<file path="src/rtl/sq_compose_pkg.sv">
// rtl/sq_compose_pkg.sv - shared constants for the rectangle compositor
// Purpose: coordinate/colour widths, visible resolution and colour channel slicing.
package sq_compose_pkg;
    localparam int CW_DEFAULT = 12;
    localparam int RGB_W      = 12;
    localparam int H_RES      = 640;
    localparam int V_RES      = 480;
    localparam logic [11:0] RGB_WHITE = 12'hFFF;
    // per-channel slices of a packed {R,G,B} colour
    localparam int CH_W  = 4;
    localparam int R_LSB = 8;
    localparam int G_LSB = 4;
    localparam int B_LSB = 0;
endpackage

</file>
<file path="src/rtl/sq_hit.sv">
// rtl/sq_hit.sv - one rectangle: shadow bounds/colour and registered hit bit
// Purpose: holds a rectangle's bounds and colour, loaded only on i_load, and
//          registers the strict-inequality hit test on each pixel strobe.
// Ports:   i_clk, i_rst_n (async active-low), i_pix_stb (advance enable),
//          i_load (shadow load), i_x1/i_x2/i_y1/i_y2/i_rgb (new bounds/colour),
//          i_px/i_py (zero-extended pixel position), o_hit (registered hit),
//          o_rgb (shadow colour).
module sq_hit
    import sq_compose_pkg::*;
#(
    parameter int CW = CW_DEFAULT
) (
    input  logic             i_clk,
    input  logic             i_rst_n,
    input  logic             i_pix_stb,
    input  logic             i_load,
    input  logic [CW-1:0]    i_x1,
    input  logic [CW-1:0]    i_x2,
    input  logic [CW-1:0]    i_y1,
    input  logic [CW-1:0]    i_y2,
    input  logic [RGB_W-1:0] i_rgb,
    input  logic [CW-1:0]    i_px,
    input  logic [CW-1:0]    i_py,
    output logic             o_hit,
    output logic [RGB_W-1:0] o_rgb
);
    logic [CW-1:0]    x1_q, x1_d, x2_q, x2_d, y1_q, y1_d, y2_q, y2_d;
    logic [RGB_W-1:0] rgb_q, rgb_d;
    logic             hit_q, hit_d;

    always_comb begin
        x1_d  = x1_q;
        x2_d  = x2_q;
        y1_d  = y1_q;
        y2_d  = y2_q;
        rgb_d = rgb_q;
        hit_d = hit_q;
        if (i_load) begin
            x1_d  = i_x1;
            x2_d  = i_x2;
            y1_d  = i_y1;
            y2_d  = i_y2;
            rgb_d = i_rgb;
        end
        // Compares use the current shadow, so a load on the same strobe
        // only affects the following pixel.
        if (i_pix_stb) begin
            hit_d = (i_px > x1_q) && (i_px < x2_q) && (i_py > y1_q) && (i_py < y2_q);
        end
    end

    always_ff @(posedge i_clk or negedge i_rst_n) begin
        if (!i_rst_n) begin
            x1_q  <= '0;
            x2_q  <= '0;
            y1_q  <= '0;
            y2_q  <= '0;
            rgb_q <= '0;
            hit_q <= 1'b0;
        end else begin
            x1_q  <= x1_d;
            x2_q  <= x2_d;
            y1_q  <= y1_d;
            y2_q  <= y2_d;
            rgb_q <= rgb_d;
            hit_q <= hit_d;
        end
    end

    assign o_hit = hit_q;
    assign o_rgb = rgb_q;
endmodule

</file>
<file path="src/rtl/sq_compose.sv">
// rtl/sq_compose.sv - two-stage priority compositor of NUM_SQ rectangles
// Purpose: stage 1 registers per-square hits and syncs, stage 2 picks the
//          lowest-index hit colour (else background) and aligns syncs.
// Ports:   i_clk, i_rst_n (async active-low), i_pix_stb, i_frame_stb,
//          i_hs/i_vs (active-low), i_de, i_x/i_y, packed i_x1/i_x2/i_y1/i_y2,
//          packed i_rgb, i_bg_rgb; outputs o_hs/o_vs/o_de and o_r/o_g/o_b.
// Option:  SQ_COMPOSE_BORDER_EN draws a white one-pixel frame border.
module sq_compose
    import sq_compose_pkg::*;
#(
    parameter int NUM_SQ = 3,
    parameter int CW     = CW_DEFAULT
) (
    input  logic                    i_clk,
    input  logic                    i_rst_n,
    input  logic                    i_pix_stb,
    input  logic                    i_frame_stb,
    input  logic                    i_hs,
    input  logic                    i_vs,
    input  logic                    i_de,
    input  logic [9:0]              i_x,
    input  logic [8:0]              i_y,
    input  logic [NUM_SQ*CW-1:0]    i_x1,
    input  logic [NUM_SQ*CW-1:0]    i_x2,
    input  logic [NUM_SQ*CW-1:0]    i_y1,
    input  logic [NUM_SQ*CW-1:0]    i_y2,
    input  logic [NUM_SQ*RGB_W-1:0] i_rgb,
    input  logic [RGB_W-1:0]        i_bg_rgb,
    output logic                    o_hs,
    output logic                    o_vs,
    output logic                    o_de,
    output logic [CH_W-1:0]         o_r,
    output logic [CH_W-1:0]         o_g,
    output logic [CH_W-1:0]         o_b
);
    logic                    load;
    logic [CW-1:0]           px, py;
    logic [NUM_SQ-1:0]       hit_vec;
    logic [NUM_SQ*RGB_W-1:0] sq_rgb;
    logic [RGB_W-1:0]        sel_rgb;

    logic hs1_q, hs1_d, vs1_q, vs1_d, de1_q, de1_d;
    logic hs2_q, hs2_d, vs2_q, vs2_d, de2_q, de2_d;
    logic [RGB_W-1:0] rgb2_q, rgb2_d;

    assign load = i_frame_stb & i_pix_stb;
    assign px   = {{(CW-10){1'b0}}, i_x};
    assign py   = {{(CW-9){1'b0}}, i_y};

    for (genvar g = 0; g < NUM_SQ; g++) begin : g_sq
        sq_hit #(.CW(CW)) u_hit (
            .i_clk     (i_clk),
            .i_rst_n   (i_rst_n),
            .i_pix_stb (i_pix_stb),
            .i_load    (load),
            .i_x1      (i_x1[g*CW +: CW]),
            .i_x2      (i_x2[g*CW +: CW]),
            .i_y1      (i_y1[g*CW +: CW]),
            .i_y2      (i_y2[g*CW +: CW]),
            .i_rgb     (i_rgb[g*RGB_W +: RGB_W]),
            .i_px      (px),
            .i_py      (py),
            .o_hit     (hit_vec[g]),
            .o_rgb     (sq_rgb[g*RGB_W +: RGB_W])
        );
    end

`ifdef SQ_COMPOSE_BORDER_EN
    logic brd1_q, brd1_d;

    always_comb begin
        brd1_d = brd1_q;
        if (i_pix_stb) begin
            brd1_d = i_de && (i_x == 10'd0 || i_x == 10'(H_RES - 1) ||
                              i_y == 9'd0  || i_y == 9'(V_RES - 1));
        end
    end

    always_ff @(posedge i_clk or negedge i_rst_n) begin
        if (!i_rst_n) brd1_q <= 1'b0;
        else          brd1_q <= brd1_d;
    end
`endif

    // Priority select: scanning from the highest index down lets index 0 win.
    always_comb begin
        sel_rgb = i_bg_rgb;
        for (int k = NUM_SQ - 1; k >= 0; k--) begin
            if (hit_vec[k]) sel_rgb = sq_rgb[k*RGB_W +: RGB_W];
        end
`ifdef SQ_COMPOSE_BORDER_EN
        if (brd1_q) sel_rgb = RGB_WHITE;
`endif
        // Blanked pixels are black; stage-2 de comes from de1_q on the same strobe.
        if (!de1_q) sel_rgb = '0;
    end

    always_comb begin
        hs1_d  = hs1_q;
        vs1_d  = vs1_q;
        de1_d  = de1_q;
        hs2_d  = hs2_q;
        vs2_d  = vs2_q;
        de2_d  = de2_q;
        rgb2_d = rgb2_q;
        if (i_pix_stb) begin
            hs1_d  = i_hs;
            vs1_d  = i_vs;
            de1_d  = i_de;
            hs2_d  = hs1_q;
            vs2_d  = vs1_q;
            de2_d  = de1_q;
            rgb2_d = sel_rgb;
        end
    end

    always_ff @(posedge i_clk or negedge i_rst_n) begin
        if (!i_rst_n) begin
            hs1_q  <= 1'b1;
            vs1_q  <= 1'b1;
            de1_q  <= 1'b0;
            hs2_q  <= 1'b1;
            vs2_q  <= 1'b1;
            de2_q  <= 1'b0;
            rgb2_q <= '0;
        end else begin
            hs1_q  <= hs1_d;
            vs1_q  <= vs1_d;
            de1_q  <= de1_d;
            hs2_q  <= hs2_d;
            vs2_q  <= vs2_d;
            de2_q  <= de2_d;
            rgb2_q <= rgb2_d;
        end
    end

    assign o_hs = hs2_q;
    assign o_vs = vs2_q;
    assign o_de = de2_q;
    assign o_r  = rgb2_q[R_LSB +: CH_W];
    assign o_g  = rgb2_q[G_LSB +: CH_W];
    assign o_b  = rgb2_q[B_LSB +: CH_W];
endmodule

</file>
<file path="config.mk">
export PLATFORM = sky130hd
export DESIGN_NAME = sq_compose
export DESIGN_NICKNAME = d
export VERILOG_FILES = /design/src/rtl/sq_compose_pkg.sv /design/src/rtl/sq_hit.sv /design/src/rtl/sq_compose.sv
export SDC_FILE = /design/constraint.sdc
export NUM_CORES = 1
export LEC_CHECK = 0
export ABC_AREA = 1
export CORE_MARGIN = 3
export CORE_UTILIZATION = 37
export DETAILED_ROUTE_END_ITERATION = 8
export GPL_ROUTABILITY_DRIVEN = 0
export GPL_TIMING_DRIVEN = 0
export PLACE_DENSITY_LB_ADDON = 0.25
export SETUP_SLACK_MARGIN = 0.3
export SYNTH_ARGS = -nofsm -noshare
export SYNTH_HDL_FRONTEND = slang
export SYNTH_HIERARCHICAL = 1
export SYNTH_SLANG_ARGS = --single-unit
</file>
<file path="constraint.sdc">
create_clock -name i_clk -period 1.3 [get_ports i_clk]
set_input_delay 0.13 -clock i_clk [delete_from_list [all_inputs] [get_ports i_clk]]
set_output_delay 0.13 -clock i_clk [all_outputs]
set_load 0.05 [all_outputs]
</file>
==> results of run 1 <==
-- power groups by stage --
stage,registers [mW],clock network [mW],logic (mW)
2_1_floorplan,7.70,0,2.67
3_3_place_gp,7.52,0,4.56
3_5_place_dp,7.52,0,4.70
4_1_cts,7.43,7.06,5.03
5_1_grt,7.55,7.34,6.36
6_report,7.46,6.88,5.62
-- layer usage --
layer | vias to the layer above | track usage | routed length, µm
met5 | - | 0 | 0
met4 | 0 | 0.0558 | 854
met3 | 49 | 0.0257 | 1480
met2 | 208 | 0.318 | 16300
met1 | 4642 | 0.274 | 15900
li1 | 4991 | - | -
-- kinds of logic (layout without fill, tap and decap cells) --
kind of cell / count (synthesis) / after routing / share of synthesized area
buf+inv: 280 / 570 / 0.100
simple gates: 517 / 517 / 0.178
mux: 45 / 45 / 0.0434
flops: 201 / 201 / 0.432
other cells: 1 / 34 / 0.000321
compound gates: 216 / 216 / 0.0991
fa+ha+maj: 138 / 138 / 0.148
-- stage by stage --
stage                TNS, ns  total power, mW  cell area (µm²)  instances  worst slack [ns]
floorplan                  0             10.4            11800       1427            0.0475
detailed placement   -145.83             12.2            14700       2056            -0.907
global route           -1.03             21.2            16700       2117            -0.323
finish                -0.679             20.0            16700       2117            -0.223
global placement    -1895.22             12.1            14600       2055             -8.79
CTS                   -0.721             19.5            15900       2105            -0.207
-- cell type report --
class | instances | area, µm²
diodes | 4 | 10.0
multi-input cells | 946 | 6580
clock buffers | 36 | 727
inverters | 238 | 906
well taps | 396 | 495
repair inverters | 2 | 17.5
flip-flops and latches | 201 | 5040
fillers | 2808 | 14100
repair buffers | 245 | 2480
plain buffers | 42 | 392
clock inverters | 7 | 85.1
-- sequential cells by signal, indices dropped and copies added (netlist names) --
name / flops
g_sq.u_hit/y2_q: 36
g_sq.u_hit/x2_q: 36
o_de: 1
vs1_q: 1
o_vs: 1
g_sq.u_hit/y1_q: 36
rgb2_q: 12
g_sq.u_hit/o_hit: 3
g_sq.u_hit/x1_q: 36
hs1_q: 1
de1_q: 1
o_hs: 1
g_sq.u_hit/o_rgb: 36
-- path summary, 6_finish.rpt --
path / startpoint / end / slack [ns] / cells past startpoint
worst max-delay path: g_sq[1].u_hit/x1_q[7]$_DFFE_PN0P_ / g_sq[1].u_hit/o_hit$_DFFE_PN0P_ / -0.22 / 10
worst min-delay path: i_rst_n / g_sq[0].u_hit/o_rgb[8]$_DFFE_PN0P_ / -0.34 / 1
worst max register to register: g_sq[1].u_hit/x1_q[7]$_DFFE_PN0P_ / g_sq[1].u_hit/o_hit$_DFFE_PN0P_ / -0.22 / 10
worst min register to register: hs1_q$_DFFE_PN1P_ / hs1_q$_DFFE_PN1P_ / 0.46 / 2
max in group asynchronous: i_rst_n / g_sq[2].u_hit/y1_q[7]$_DFFE_PN0P_ / 0.67 / 2
min in group i_clk: i_pix_stb / hs1_q$_DFFE_PN1P_ / 0.08 / 4
-- what timing repair did --
item                                   in CTS  in global routing
resized for setup                         204                145
setup buffers                               5                  6
endpoints found under the hold margin     100                 97
pin swaps                                  26                 66
setup endpoints to repair                 216                166
gates cloned                                0                  2
-- cell usage in the layout, fill, tap and decap left out, drive strengths merged, types with 7 or more instances in the layout --
cell type / count
dlymetal6s2s: 10
buf: 59
dlygate4sd2: 7
o21ai: 144
nand2: 424
conb: 30
dfrtp: 197
inv: 239
a21oi: 66
clkdlybuf4s50: 198
nand3: 30
clkbuf: 48
nor2: 57
mux2: 45
ha: 138
==> summary.md, run 1 <==
| Metric | Value |
|---|---|
| Status | complete, but fails checks |
| Failing checks | negative hold slack, negative setup slack |
| Clock network power share | 0.345 |
| CP bufs+invs | 1 |
| DRT iter0 DRCs | just under 500 |
| Maximum clock rate | 0.657 GHz |
| Largest area contributor in the netlist | dfrtp_1 |
| CP max stage delay | 0.34 ns |
| DP HPWL | between 20000 and 30000 µm |
| Clk root buf | clkbuf_16 |
| Pwr dens | between 1000 and 1500 mW/mm² |
| Nets@finish | approximately 2100 |
| Area contributors post-synth | dfrtp_1, ha_1, nand2_1 |
| Crit path max-delay cell type | dfrtp_1 |
| Worst-path fanout max | 2 |
| Hold slack | -0.344 ns |
| #FFs+latches synth | between 200 and 250 |
| Slew @ Worst Pin | around 0.81 ns |
| Largest net degree at the start of global routing | between 100 and 150 |
| Vias | roughly 10000 |
| Worst-path clk slew | roughly 0.06 ns |
| Io pins | about 230 |
| Hold WC Path Type | input pin to async pin |
| Hold-fix buffers at CTS | 1 |
| DRT antenna net count | 0 |
| Starting Density | 0.378 |
| Synth cell types | 25 |
| Worst slew margin | 0.458 |
| Crit path cell chain | inv_2 -> ha_4 -> nand2_4 -> nor2_4 -> nand2_2 -> a21oi_4 -> nor2_4 -> nor2_4 -> nand3_2 -> nand2_1 |
| Total grt overflow | 0 |
| Maximum root-to-sink buffer count | 3 |
| H-tree depth | 1 |
| Cell family with most CP delay | simple AND/OR/NAND/NOR gates |
| Endpoints failing hold | 97 |
| Worst Path Class, Setup | flip-flop to flip-flop |
| Yosys synthesis warning count | 6 |
| Post-synth EDFFs | 0 |
| Vias/cell | 4.67 |
| Fin util | 0.543 |
| Synth Flop Type | dfrtp_1 |
| CTS tree | yes |
| Internal | around 14 mW |
| TritonCTS Sinks | 201 |
| Reported net switching power | ~6 mW |
| Die W | 184 µm |
| RSZ-0062 raised after global routing | true |
| Drt wl/cell | roughly 16 µm |
| TritonCTS Buffers | 24 |
| Vias in the first global route | 9770 |
| Core area | 0.0308 mm² |
| Pre-Repair DR Iteration Count | 4 |
| Switching Fraction | 0.304 |
| Drt drc | 0 |
| All-Layer GR Usage | 0.195 |
| Arrival time worst endpoint | approximately 2.0 ns |
| Synth top area share | 0.423 |
| Setup-failing EPs final | 5 |
| Final worst slack | -0.223 ns |
| Max Cap Viol | 0 |
| Die area | 0.0337 mm² |
| Final WL | about 35000 µm |
| Area Overhead vs Synth | 43.4% |
| Die Y | about 180 µm |
| Avg Cell Area, Syn | around 8.3 µm² |
| Top cell by count, worst path | nor2_4 |
| Initial antenna violation count | 4 |
| Sequential fraction of the synthesis area | 0.432 |
| Port bufs | between 200 and 250 |
| Critical Path Sink Type | flip-flop |
| Lkg Pwr | about 8 nW |
| Layout cells sized above 1 | 0.209 |
| Final Max Tran Viols | 0 |
| Final Cycle Share | 1.17 |
| Std cell rows | 64 |
| WP data required | between 1.5 and 2 ns |
| Most frequent cells after synthesis | nand2_1, inv_1, dfrtp_1, o21ai_0, ha_1 |
| Syn Std Cell Area | between 0.01 and 0.015 mm² |
| Peak VDD IR | approximately 0.83 mV |
| Nature of the critical path startpoint | flip-flop |
| Global-route wire length before repair | about 52000 µm |
| Comb power frac | 0.282 |
| Count leader, synth | nand2_1 |
| Seq pwr share | 0.374 |
| Worst-Skew Late Latency | 0.52 ns |
| Final Skew | about 0.0086 ns |
| Synthesized instance count | ~1400 |
| Async set-reset flop share out of synthesis | 1.00 |
| Min cycle time layout | roughly 1.5 ns |
Power figures use the tool's default switching activity.
==> inputs of run 2 (changes only) <==
--- a/config.mk
+++ b/config.mk
@@ -8,5 +8,5 @@
 export ABC_AREA = 1
 export CORE_MARGIN = 3
-export CORE_UTILIZATION = 37
+export CORE_UTILIZATION = 48
 export DETAILED_ROUTE_END_ITERATION = 8
 export GPL_ROUTABILITY_DRIVEN = 0
==> constraint.sdc (replaced) <==
create_clock -name i_clk -period 1.3 [get_ports i_clk]
set_input_delay 0.13 -clock i_clk [delete_from_list [all_inputs] [get_ports i_clk]]
set_output_delay 0.13 -clock i_clk [all_outputs]
set_load 0.1 [all_outputs]
==> run 2 against run 1 <==
The flow still finishes with violations (negative hold slack, negative setup slack). Final cell count shrank 3.8%. Die area shrank 22%. Clock-buffer cell count shrank 10. Global-route usage grew 6.3 points. Core utilization grew 16 points. Hold slack lost 0.12 ns. Non-clock buffer count shrank 2. Sequential share of layout area grew 0.50 points. Routed wire length grew 0.16%. Register-to-register slack is essentially flat. Power grew 3.1%.
==> summary.md, run 2 (synthesis results as in run 1) <==
| Metric | Value |
|---|---|
| Status | complete, but fails checks |
| Failing checks | negative hold slack, negative setup slack |
| Endpoints failing hold | 132 (+36%) |
| Arrival time worst endpoint | 2.03 ns (+0.05 ns) |
| Worst-path clk slew | 0.06 ns (about the same) |
| Clk root buf | clkbuf_16 |
| Starting Density | 0.493 (+0.114) |
| Vias/cell | 5.03 (+7.6%) |
| Vias | 10200 (+3.6%) |
| Io pins | 233 (unchanged) |
| Min cycle time layout | 1.58 ns (+0.0544 ns) |
| Critical Path Sink Type | flip-flop |
| Lkg Pwr | 7.96 nW (-0.93%) |
| # fillers | 1866 (-34%) |
| Max Cap Viol | 0 (unchanged) |
| Worst-Skew Late Latency | 0.51 ns (about the same) |
| Final WL | 34600 µm (+0.16%) |
| Final worst slack | -0.277 ns (-0.0544 ns) |
| Setup-failing EPs final | 5 (unchanged) |
| Setup Total Neg Slack | -1.03 ns (-0.355 ns) |
| CTS tree | yes |
| Pre-Repair DR Iteration Count | 5 (+1) |
| WP data required | 1.76 ns (about the same) |
| DRT iter0 DRCs | 554 (+14%) |
| Met1 usage | 0.339 (+0.0657) |
| Pwr dens | 1240 mW/mm² (+4.3%) |
| Worst Path Class, Setup | input pin to flip-flop |
| Worst-path fanout max | 6 (+4) |
| Maximum clock rate | 0.634 GHz (-3.4%) |
| Largest net degree at the start of global routing | 77 (-25%) |
| All-Layer GR Usage | 0.259 (+0.0634) |
| Commonest non-fill, non-tap cell in the layout | nand2_1 |
| RSZ-0062 raised after global routing | true |
| Final Power | 20.6 mW (+3.1%) |
| Initial antenna violation count | 3 (-1) |
| TritonCTS Buffers | 23 (-4.2%) |
| DRT antenna net count | 0 (unchanged) |
| Drt wl/cell | 17.0 µm (+4.1%) |
| Commonest cells after routing, fill and taps aside | nand2_1, inv_1, clkdlybuf4s50_1 |
| Layout cells sized above 1 | 0.200 (-0.00897) |
| DP HPWL | 24900 µm (-0.89%) |
| Drt drc | 0 (unchanged) |
| Peak VDD IR | 0.692 mV (-16%) |
| Maximum root-to-sink buffer count | 3 (unchanged) |
| Area Overhead vs Synth | 41.7% |
| Final Max Tran Viols | 0 (unchanged) |
| Die W | 162 µm (-12%) |
| Nets@finish | 2053 (-0.15%) |
| Global-route wire length before repair | 54100 µm (+4.7%) |
| Worst slew margin | 0.524 (+0.0660) |
| Core area | 0.0237 mm² (-23%) |
| GRT met3 Usage | 0.0329 (+0.00718) |
| TritonCTS Sinks | 201 (unchanged) |
| Final Cycle Share | 1.21 (+0.0418) |
| H-tree depth | 1 (unchanged) |
| Vias in the first global route | 10800 (+10%) |
| Hold WC Path Type | input pin to async pin |
| Met2 Use GR | 0.437 (+0.119) |
| Std cell rows | 56 (-13%) |
| Slew @ Worst Pin | 0.714 ns (-0.0990 ns) |
| Total grt overflow | 0 (unchanged) |
| GRT Max-Usage Layer | met2 |
| Hold slack | -0.463 ns (-0.118 ns) |
| Die Y | 162 µm (-12%) |
| Nature of the critical path startpoint | input pin |
| Port bufs | 232 (unchanged) |
| Die area | 0.0262 mm² (-22%) |
| Final Skew | 0.00964 ns (+0.00108 ns) |
-- run 2: changes by cell type in the layout (fill, tap and decap cells not counted), moves of 9 or more --
cell / before / now
buf_12: 1 / 17
buf_6: 26 / 10
dfrtp_1: 196 / 183
dfrtp_2: 1 / 14
ha_1: 79 / 95
ha_4: 59 / 43
inv_1: 193 / 202
inv_2: 44 / 35
-- run 2: critical path, cell delays in order --
cell and delay (ns):
clkdlybuf4s50_1 0.79, ha_1 0.34, nand2_2 0.09, nor2_4 0.05, nand3_2 0.06, nand2_1 0.05
nor2_1 0.09, nand2_1 0.08, nor2_2 0.14, nand3_2 0.12, nand2_2 0.08
-- run 2: area by class of cell --
type	count	area, µm²	area share
Tap cell	319	399	0.0241
Antenna cell	4	10.0	0.000605
Inverter	238	906	0.0548
Sequential cell	201	5060	0.306
Timing Repair inverter	2	17.5	0.00106
Buffer	42	392	0.0237
Multi-Input combinational cell	946	6330	0.383
Timing Repair Buffer	243	2580	0.156
Clock inverter	16	225	0.0136
Clock buffer	26	607	0.0367
-- run 2: through the flow --
step / hold WS (ns) / setup WS (ns) / util / std cells / cell area [µm²]
6_report: -0.463 / -0.277 / 0.698 / 2037 / 16500
4_1_cts: -0.450 / -0.196 / 0.683 / 2028 / 16200
2_1_floorplan: -0.166 / 0.0475 / - / 1427 / 11800
5_1_grt: -0.449 / -0.308 / 0.698 / 2036 / 16500
3_5_place_dp: 0.0836 / -0.868 / 0.617 / 1980 / 14600
3_3_place_gp: 0.450 / -9.24 / 0.615 / 1978 / 14600
-- run 2: path summary, 6_finish.rpt --
| path | start | to | slack (ns) | depth (start not counted) |
|---|---|---|---|---|
| setup reg to reg | g_sq[2].u_hit/x1_q[3]$_DFFE_PN0P_ | g_sq[2].u_hit/o_hit$_DFFE_PN0P_ | -0.23 | 11 |
| hold reg to reg | hs1_q$_DFFE_PN1P_ | hs1_q$_DFFE_PN1P_ | 0.47 | 2 |
| setup / recovery | i_x[4] | g_sq[2].u_hit/o_hit$_DFFE_PN0P_ | -0.28 | 11 |
| max in group asynchronous | i_rst_n | rgb2_q[11]$_DFFE_PN0P_ | 0.65 | 3 |
| hold / removal | i_rst_n | g_sq[2].u_hit/x1_q[8]$_DFFE_PN0P_ | -0.46 | 1 |
| min in group i_clk | i_pix_stb | g_sq[2].u_hit/o_hit$_DFFE_PN0P_ | 0.01 | 4 |
-- run 2: where the power goes --
part           switching (mW)  internal, mW
Clock                    2.73          4.37
Combinational            3.34          2.63
Sequential              0.392          7.12
Total                    6.46          14.1
-- run 2: timing repair --
item	CTS	global route
pin swaps	49	24
resized for setup	264	71
endpoints found under the setup margin	216	157
hold endpoints to repair	73	57
buffers inserted	6	3
gates cloned	0	2
-- run 2: layer usage --
layer,up-vias,part of all wire
li1,4980,-
met1,4870,0.43
met2,310,0.48
met3,84,0.054
met4,0,0.036
met5,-,0
==> inputs of run 3 (changes only) <==
CAP_MARGIN = 20   (was not set)
SLEW_MARGIN = 20   (was not set)
==> results of run 3 <==
Same layout as run 2: the final DEF is identical, and so are final timing and power.
